**config.mk**
```make
export PLATFORM = sky130hd
export DESIGN_NAME = muldiv_iter_flat
export DESIGN_NICKNAME = d
export VERILOG_FILES = /design/src/rtl/muldiv_pkg.sv /design/src/rtl/muldiv_if.sv /design/src/rtl/muldiv_cond_neg.sv /design/src/rtl/muldiv_iter.sv /design/src/flat_wrapper.sv
export SDC_FILE = /design/constraint.sdc
export NUM_CORES = 1
export LEC_CHECK = 0
export CAP_MARGIN = 5
export CORE_MARGIN = 4
export CORE_UTILIZATION = 31
export CTS_BUF_LIST = sky130_fd_sc_hd__clkbuf_4 sky130_fd_sc_hd__clkbuf_8
export CTS_CLUSTER_DIAMETER = 100
export DETAILED_ROUTE_END_ITERATION = 6
export GPL_TIMING_DRIVEN = 0
export HOLD_SLACK_MARGIN = 0.05
export PLACE_DENSITY_LB_ADDON = 0.2
export SYNTH_ARGS = -nofsm -noshare
export SYNTH_HDL_FRONTEND = slang
export SYNTH_SLANG_ARGS = --single-unit
```
**constraint.sdc**
```tcl
create_clock -name clk -period 10.3 [get_ports clk]
set_clock_uncertainty 0.1 [all_clocks]
set_input_delay 2.06 -clock clk [delete_from_list [all_inputs] [get_ports clk]]
set_output_delay 2.06 -clock clk [all_outputs]
set_load 0.005 [all_outputs]
```
**src/rtl/muldiv_pkg.sv**
```systemverilog
// Shared definitions for the iterative multiply/divide unit:
// the op encoding, the FSM state type and the counter-width helper.
package muldiv_pkg;

  localparam logic [1:0] UMUL = 2'b00;
  localparam logic [1:0] SMUL = 2'b01;
  localparam logic [1:0] UDIV = 2'b10;
  localparam logic [1:0] SDIV = 2'b11;

  typedef enum logic [1:0] {
    IDLE = 2'd0,
    RUN  = 2'd1,
    FIX  = 2'd2,
    DONE = 2'd3
  } state_e;

  function automatic int cnt_w(input int width);
    return $clog2(width);
  endfunction

endpackage

```
**src/rtl/muldiv_if.sv**
```systemverilog
// Request/result bundle between a requester (master) and the muldiv unit (slave).
interface muldiv_if #(parameter int WIDTH = 32);

  logic             start;
  logic             flush;
  logic [1:0]       op;
  logic [WIDTH-1:0] a;
  logic [WIDTH-1:0] b;
  logic [WIDTH-1:0] lo;
  logic [WIDTH-1:0] hi;
  logic             busy;
  logic             done;
  logic             dz;

  modport master (
    output start, flush, op, a, b,
    input  lo, hi, busy, done, dz
  );

  modport slave (
    input  start, flush, op, a, b,
    output lo, hi, busy, done, dz
  );

endinterface

```
**src/rtl/muldiv_cond_neg.sv**
```systemverilog
// Conditional two's-complement negate; used for operand magnitudes and result sign fix-up.
module cond_neg #(
  parameter int W = 32
) (
  input  logic         neg,
  input  logic [W-1:0] x,
  output logic [W-1:0] y
);

  assign y = neg ? (~x + W'(1)) : x;

endmodule

```
**src/rtl/muldiv_iter.sv**
```systemverilog
// Iterative radix-2 multiply (shift-add) / divide (restoring), one bit per cycle.
//   state | meaning
//   IDLE  | waiting for start; results held
//   RUN   | WIDTH shift-add / shift-subtract steps on operand magnitudes
//   FIX   | sign fix-up, divide-by-zero override, results registered
//   DONE  | one-cycle done pulse
module muldiv_iter
  import muldiv_pkg::*;
#(
  parameter int WIDTH = 32
) (
  input  logic      clk,
  input  logic      reset,
  muldiv_if.slave   bus
);

  localparam int CW = cnt_w(WIDTH);

  state_e            state;
  logic [CW-1:0]     cnt;

  logic              div_q;
  logic              neg_lo;
  logic              neg_hi;
  logic              b_zero;
  logic [WIDTH-1:0]  mcand;
  logic [WIDTH-1:0]  p_hi;
  logic [WIDTH-1:0]  p_lo;
  logic [WIDTH-1:0]  a_raw;
  logic [WIDTH-1:0]  lo_q;
  logic [WIDTH-1:0]  hi_q;
  logic              dz_q;

  logic              accept;
  logic              sa;
  logic              sb;
  logic [WIDTH-1:0]  a_abs;
  logic [WIDTH-1:0]  b_abs;
  logic [WIDTH:0]    mul_sum;
  logic [WIDTH:0]    div_shift;
  logic [WIDTH:0]    trial;
  logic [2*WIDTH-1:0] prod_fix;
  logic [WIDTH-1:0]  q_fix;
  logic [WIDTH-1:0]  r_fix;

  assign accept = (state == IDLE) && bus.start && !bus.flush;
  assign sa     = bus.op[0] & bus.a[WIDTH-1];
  assign sb     = bus.op[0] & bus.b[WIDTH-1];

  cond_neg #(.W(WIDTH)) u_abs_a (.neg(sa), .x(bus.a), .y(a_abs));
  cond_neg #(.W(WIDTH)) u_abs_b (.neg(sb), .x(bus.b), .y(b_abs));

  cond_neg #(.W(2*WIDTH)) u_fix_prod (.neg(neg_hi), .x({p_hi, p_lo}), .y(prod_fix));
  cond_neg #(.W(WIDTH))   u_fix_quo  (.neg(neg_lo), .x(p_lo), .y(q_fix));
  cond_neg #(.W(WIDTH))   u_fix_rem  (.neg(neg_hi), .x(p_hi), .y(r_fix));

  // Multiply: p_lo holds the shrinking multiplier; divide: p_lo holds the
  // dividend shifting out and the quotient shifting in, p_hi the remainder.
  assign mul_sum   = {1'b0, p_hi} + (p_lo[0] ? {1'b0, mcand} : '0);
  assign div_shift = {p_hi, p_lo[WIDTH-1]};
  assign trial     = div_shift - {1'b0, mcand};

  always_ff @(posedge clk) begin
    if (reset) begin
      state <= IDLE;
      cnt   <= '0;
    end else begin
      case (state)
        IDLE: if (bus.start && !bus.flush) begin
          state <= RUN;
          cnt   <= CW'(WIDTH-1);
        end
        RUN: begin
          if (bus.flush)
            state <= IDLE;
          else if (cnt == '0)
            state <= FIX;
          else
            cnt <= cnt - CW'(1);
        end
        FIX:     state <= bus.flush ? IDLE : DONE;
        DONE:    state <= IDLE;
        default: state <= IDLE;
      endcase
    end
  end

  always_ff @(posedge clk) begin
    if (reset) begin
      div_q  <= 1'b0;
      neg_lo <= 1'b0;
      neg_hi <= 1'b0;
      b_zero <= 1'b0;
      mcand  <= '0;
      p_hi   <= '0;
      p_lo   <= '0;
      a_raw  <= '0;
      lo_q   <= '0;
      hi_q   <= '0;
      dz_q   <= 1'b0;
    end else if (accept) begin
      div_q  <= bus.op[1];
      a_raw  <= bus.a;
      b_zero <= (bus.b == '0);
      p_hi   <= '0;
      neg_lo <= sa ^ sb;
      // Remainder follows the dividend; the product sign is the XOR.
      neg_hi <= bus.op[1] ? sa : (sa ^ sb);
      mcand  <= bus.op[1] ? b_abs : a_abs;
      p_lo   <= bus.op[1] ? a_abs : b_abs;
    end else if (state == RUN) begin
      if (div_q) begin
        if (!trial[WIDTH]) begin
          p_hi <= trial[WIDTH-1:0];
          p_lo <= {p_lo[WIDTH-2:0], 1'b1};
        end else begin
          p_hi <= div_shift[WIDTH-1:0];
          p_lo <= {p_lo[WIDTH-2:0], 1'b0};
        end
      end else begin
        {p_hi, p_lo} <= {mul_sum, p_lo[WIDTH-1:1]};
      end
    end else if (state == FIX && !bus.flush) begin
      if (div_q && b_zero) begin
        lo_q <= '0;
        hi_q <= a_raw;
        dz_q <= 1'b1;
      end else if (div_q) begin
        lo_q <= q_fix;
        hi_q <= r_fix;
        dz_q <= 1'b0;
      end else begin
        {hi_q, lo_q} <= prod_fix;
        dz_q <= 1'b0;
      end
    end
  end

  assign bus.lo   = lo_q;
  assign bus.hi   = hi_q;
  assign bus.dz   = dz_q;
  assign bus.busy = (state == RUN) || (state == FIX);
  assign bus.done = (state == DONE);

endmodule
```
**src/flat_wrapper.sv**
```systemverilog
// flat-port wrapper written by rule: the top's interface ports become plain ports
module muldiv_iter_flat import muldiv_pkg::*;
#(
  parameter int WIDTH = 32
)
  (clk, reset, bus_start, bus_flush, bus_op, bus_a, bus_b, bus_lo, bus_hi, bus_busy, bus_done, bus_dz);
  muldiv_if #(.WIDTH(WIDTH)) bus_i ();
  input  logic clk;
  input  logic reset;
  input wire logic [$bits(bus_i.start)-1:0] bus_start;
  input wire logic [$bits(bus_i.flush)-1:0] bus_flush;
  input wire logic [$bits(bus_i.op)-1:0] bus_op;
  input wire logic [$bits(bus_i.a)-1:0] bus_a;
  input wire logic [$bits(bus_i.b)-1:0] bus_b;
  output wire logic [$bits(bus_i.lo)-1:0] bus_lo;
  output wire logic [$bits(bus_i.hi)-1:0] bus_hi;
  output wire logic [$bits(bus_i.busy)-1:0] bus_busy;
  output wire logic [$bits(bus_i.done)-1:0] bus_done;
  output wire logic [$bits(bus_i.dz)-1:0] bus_dz;
  assign bus_i.start = bus_start;
  assign bus_i.flush = bus_flush;
  assign bus_i.op = bus_op;
  assign bus_i.a = bus_a;
  assign bus_i.b = bus_b;
  assign bus_lo = bus_i.lo;
  assign bus_hi = bus_i.hi;
  assign bus_busy = bus_i.busy;
  assign bus_done = bus_i.done;
  assign bus_dz = bus_i.dz;
  muldiv_iter #(.WIDTH(WIDTH)) u_core (.clk(clk), .reset(reset), .bus(bus_i));
endmodule
```
---- Word level (Yosys, flattened, before mapping) ----
Cells that the tools add are included.
storage, ports and cells
  flip-flop bits (word level) ............. 204
  input bits .............................. 70
  output and inout port bits .............. 67
  logic and storage cells ................. 83
operators by class
  add/sub/neg operators ................... 8
  eq/ne operators ......................... 7
  mux-type cells .......................... 29
  bitwise gates (word level) .............. 10
  reductions and logical operators ........ 16
operators with widths
  operator                                          count
  2-to-1 mux 32 bit                                 16
  adder 32 x 1 -> 32 bit, second input constant     4
  NOT 32 bit                                        4
  adder 64 x 1 -> 64 bit, second input constant     1
  2-to-1 mux 64 bit                                 1
  NOT 64 bit                                        1
  adder 32 x 33 -> 33 bit                           1
  subtractor 33 x 32 -> 33 bit                      1
  zero test 32 bit                                  1
  2-to-1 mux 5 bit                                  3
  one-hot mux 5 bit (2 select lines)                1
  2-to-1 mux 2 bit                                  4
  one-hot mux 2 bit (4 select lines)                1
  != test 2 bit, second input constant              3
  logical AND 1 bit                                 5
  zero test 5 bit                                   1
  subtractor 5 x 1 -> 5 bit, second input constant  1
  equality test 2 bit, second input constant        2
  AND reduction 4 bit                               1
  nonzero test 2 bit                                2
  2-to-1 mux 1 bit                                  3
  != test 3 x 2 -> 1 bit, second input constant     1
  AND reduction 3 bit                               1
  bitwise AND 1 bit                                 2
  other kinds (8)                                   9

---- Depth between registers and ports, before layout ----
  word-level depth ........................ 5
  mapped depth ............................ 16
  mapped depth without buffers ............ 13

---- By module ----
Synthesis repeated with hierarchy kept, for this count alone.
unflattened totals
  cells, all modules ...................... 2254
  area total of the unflattened synthesis .. 17986.0 µm²
modules (own cells, without submodules)
  module                         instances  cells an instance  area each (µm²)  sequential area each (µm²)
  muldiv_iter                    1          1652               13228.9          4083.9
  cond_neg (u_core.u_abs_a ...)  4          99                 777.0            0.0
  cond_neg (u_core.u_fix_prod)   1          206                1649.1           0.0

---- Least setup slack after synthesis ----
OpenSTA, ideal clock, no wires.
  path type ............................... input to register
  start point ............................. input port bus_b[4]
  end point ............................... register u_core.mcand[31]
  setup time .............................. 0.086 ns
  data arrival time ....................... 4.335 ns
  data required time ...................... 10.114 ns
  slack ................................... 5.780 ns
  stages on the path ...................... 9
  path buffers ............................ 0
  cell sequence ........................... nor4_1 -> nand4_1 -> or2_2 -> nor2b_1 -> nor3b_1 -> nand2_1 -> a21boi_0 -> mux2i_1 -> a211oi_1
on the way
  cells in the longest elaborated chain, start to end .. 4
RTL lines
  what                    line                   text
  from (decl)             flat_wrapper.sv:14     input wire logic [$bits(bus_i.b)-1:0] bus_b;
  NOT 32 bit              muldiv_cond_neg.sv:10  assign y = neg ? (~x + W'(1)) : x;
  adder 32 x 1 -> 32 bit  muldiv_cond_neg.sv:10
  2-to-1 mux 32 bit       muldiv_cond_neg.sv:10
  2-to-1 mux 32 bit       muldiv_iter.sv:109     mcand <= bus.op[1] ? b_abs : a_abs;
  to (signal assigned)    muldiv_iter.sv:109
  to (decl)               muldiv_iter.sv:26      logic [WIDTH-1:0] mcand;
Every way passes these cells.
A chain may end at the register's enable or synchronous reset.

---- Final worst setup path ----
  start point ............................. input port bus_b[2]
  end point ............................... register u_core.p_lo[31]
on the way
  cells in the longest elaborated chain, start to end .. 5
RTL lines
  what                    line                   text
  NOT 32 bit              muldiv_cond_neg.sv:10
  adder 32 x 1 -> 32 bit  muldiv_cond_neg.sv:10
  2-to-1 mux 32 bit       muldiv_cond_neg.sv:10
  2-to-1 mux 32 bit       muldiv_iter.sv:110     p_lo <= bus.op[1] ? a_abs : b_abs;
  2-to-1 mux 32 bit       muldiv_iter.sv:101     end else if (accept) begin
  to (signal assigned)    muldiv_iter.sv:110
  to (signal assigned)    muldiv_iter.sv:115     p_lo <= {p_lo[WIDTH-2:0], 1'b1};
  to (signal assigned)    muldiv_iter.sv:118     p_lo <= {p_lo[WIDTH-2:0], 1'b0};
  to (decl)               muldiv_iter.sv:28      logic [WIDTH-1:0] p_lo;
Every way passes these cells.

==> summary.md <==
| Metric | Value |
|---|---|
| FFs w/ async S/R, synth | `0%` |
| Critical-path top delay cell | `nor4_1` |
| Commonest non-fill, non-tap cells in the layout | `278 x nand2_1, 244 x a21oi_1, 216 x nor2_1` |
| Worst slew pin tran | `1.19 ns` |
| Slew margin rel. | `20.0%` |
| Status | `finished, final reports clean` |
| Initial Util | `31.3%` |
| Number of placed instances, taps included | `2891` |
| Reg area | `4080 um^2` |
| Synthesis-to-layout area growth | `19.9%` |
| Post_cts resized | `0` |
| Final period utilization | `54.5%` |
| Final setup vio count | `0` |
| First drt pass iteration count | `6` |
| Synth area leader | `dfxtp_1` |
| Tot GR Track Use | `24.5%` |
| Die height | `230 um` |
| CTS clk-pin slew, worst paths | `0.06 ns` |
| Data required, critical path | `10.72 ns` |
| Synth warn | `0` |
| Startpoint Class | `primary input` |
| Final HPWL DP | `54.6 mm` |
| Multi-input logic area | `10400 um^2` |
| VDD IR max | `0.0847 mV` |
| Synth cell types | `69` |
| Max-cap violation count | `0` |
| Routability congestion estimate from global placement | `1.01` |
| FMAX | `0.178 GHz` |
| Post-CTS Setup Bufs | `0` |
| Clock root cell | `clkbuf_8` |
| Post-synth top flop | `dfxtp_1` |
| Slew Viols, Final | `0` |
| Min Hold Slack | `0.356 ns` |
| First-pass GRT wire length | `99.7 mm` |
| Port buffer count | `134` |
| DR vias | `16500` |
| Post-Syn Instances | `2093` |
| Leakage power | `6.71 nW` |
| Power Density | `170 nW/um^2` |
| DR vias/cell | `5.56` |
| # DRC | `0` |
| Yosys reg bits | `204` |
| CP peak stage delay | `0.81 ns` |
| Post-synthesis sequential area ratio | `26.6%` |
| Final cell count without fillers | `2962` |
| Synthesized cell area | `15300 um^2` |
| Antenna Violating Nets Remaining | `0` |
| Top-area cell type share of the netlist area | `26.6%` |
| Setup_tns | `0 ns` |
| Commonest non-fill, non-tap cell in the layout | `nand2_1` |
| CTS sink cnt | `204` |
| Total power | `3.13 mW` |
| WL final | `67.9 mm` |
| Clock Path Buffers | `3` |
| # H-tree levels | `2` |
| # rows | `81` |
| GR Overflow Total | `0` |
| Peak fanout along the critical path | `7` |
| CTS tree | `yes` |
| Pin count of the biggest net entering global routing | `12` |
| Io pins | `137` |
| Largest cells by area after synthesis | `dfxtp_1 27%, a21oi_1 8.0%, nand2_1 6.8%` |
| Unrepaired setup endpoints after global routing | `false` |
| Vias in the first global route | `15500` |
| Fill cell count | `5194` |
| Final Hold Viols | `0` |
| WL/cell | `22.9 um` |
| Critical Path, Cell by Cell | `clkdlybuf4s50_1, nor4_1, nand4_1, or2_2, nor2b_1, nor3b_1, nand2_1, a21boi_0, mux2i_1, a211oi_1` |
| Crit. End Element | `flip-flop` |
| WP data arrival | `6.04 ns` |
| Initial DRC Count | `1634` |
| Path type of the worst min-delay path | `reg2reg` |
| Die width | `230 um` |
| Post-Syn Nets | `2240` |
| Final Critical Period | `5.62 ns` |
| EDFF count, synth | `0` |
| Core area | `49000 um^2` |
| Initial antenna violation count | `0` |
| Clock Latency Late Sink | `0.62 ns` |
| Mean Syn Cell Area | `7.33 um^2` |
| CTS Buf Count | `42` |
| Kind of critical path | `in2reg` |
| Final nets | `2418` |
| Share of layout cells above drive strength 1 | `4.35%` |
| Cts-stage hold buffer count | `0` |
| Die area | `53100 um^2` |
## synthesized netlist by cell type (4+ instances only)
cell type and count:
nand2_1 278, a21oi_1 244, nor2_1 216, dfxtp_1 204, clkbuf_1 117, o21ai_0 107, xnor2_1 97, o211ai_1 89
ha_1 75, xor2_1 72, inv_1 70, mux2i_1 52, a211oi_1 48, nand3_1 36, a22oi_1 32, a21o_1 30
a31oi_1 30, nor3_1 30, o31ai_1 24, buf_1 19, or4_1 17, or3_1 15, nor4_1 14, o41ai_1 14
o21bai_1 13, nor2b_1 12, nand2b_1 11, and2_1 10, and3_1 10, mux2_2 9, nand4_1 9, a22o_1 7
a311oi_1 7, or2_2 7, a21boi_0 6, o21a_1 5, a211o_1 4, nor3b_1 4, o221ai_1 4
## metrics by stage
stage / util (%) / cell area (um^2) / setup WS [ns]
CTS: 37.6 / 18400 / 4.91
global placement: 35.8 / 17500 / 4.25
global route: 37.6 / 18400 / 4.54
finish: 37.6 / 18400 / 4.68
detailed placement: 35.8 / 17500 / 4.28
floorplan: - / 15300 / 5.78
## state kept, by name, indices dropped and copies added, names as in the netlist
signal / flops
u_core.p_lo: 32
u_core.bus.hi: 32
u_core.state: 2
u_core.b_zero: 1
u_core.a_raw: 32
u_core.cnt: 5
u_core.mcand: 32
u_core.p_hi: 32
u_core.neg_lo: 1
u_core.bus.lo: 32
u_core.bus.dz: 1
u_core.div_q: 1
u_core.neg_hi: 1
## final cells by class
class                      instances  share of cell area (%)
inverter                          71                    1.45
buffer                           141                    2.98
timing repair buffer             134                    7.29
clock inverter                    14                   0.707
clock buffer                      56                    4.09
sequential                       204                    22.2
tap                              664                    4.52
multi-input combinational       1677                    56.8
antenna                            1                  0.0136
## power by group
group          switching, mW  leakage [nW]  internal, mW
clock                  0.401         0.468         0.524
sequential            0.0965          1.66         0.850
combinational          0.792          4.58         0.465
## routing by layer
layer | routed length (um) | up-vias | global-route usage (%)
met5 | 0 | - | 0
met4 | 1740 | 0 | 6.56
met3 | 4750 | 100 | 4.33
met2 | 30000 | 646 | 38.9
met1 | 31400 | 7863 | 34.4
li1 | - | 7874 | -
## critical path, delay by kind of cell
| kind | cells | cell delay (ns) |
|---|---|---|
| simple gates | 6 | 2.63 |
| compound gates | 2 | 0.68 |
| buf+inv | 1 | 0.51 |
| mux | 1 | 0.16 |
## logic make-up (layout without fill, tap and decap cells)
group / after synthesis / count (layout) / share of synthesized area, %
AO/OA/AOI/OAI: 689 / 689 / 28.4
AND/OR/NAND/NOR: 681 / 681 / 19.6
buffers and inverters: 212 / 416 / 5.31
flip-flops: 204 / 204 / 26.6
XOR/XNOR: 169 / 169 / 9.65
adder cells (fa/ha/maj): 77 / 77 / 6.38
multiplexers: 61 / 61 / 4.05
other: 0 / 1 / 0
## path summary, 6_finish.rpt
kind / start / endpoint / slack, ns / cells after the start
max: bus_b[2] / u_core.p_lo[31]$_SDFFE_PP0P_ / 4.68 / 10
min: u_core.mcand[3]$_SDFFE_PP0P_ / u_core.mcand[3]$_SDFFE_PP0P_ / 0.36 / 2
max reg2reg: u_core.p_lo[31]$_SDFFE_PP0P_ / u_core.p_hi[20]$_SDFFE_PP0P_ / 4.87 / 16
min reg2reg: u_core.mcand[3]$_SDFFE_PP0P_ / u_core.mcand[3]$_SDFFE_PP0P_ / 0.36 / 2
Note: power is estimated with default switching activity, not from simulation.
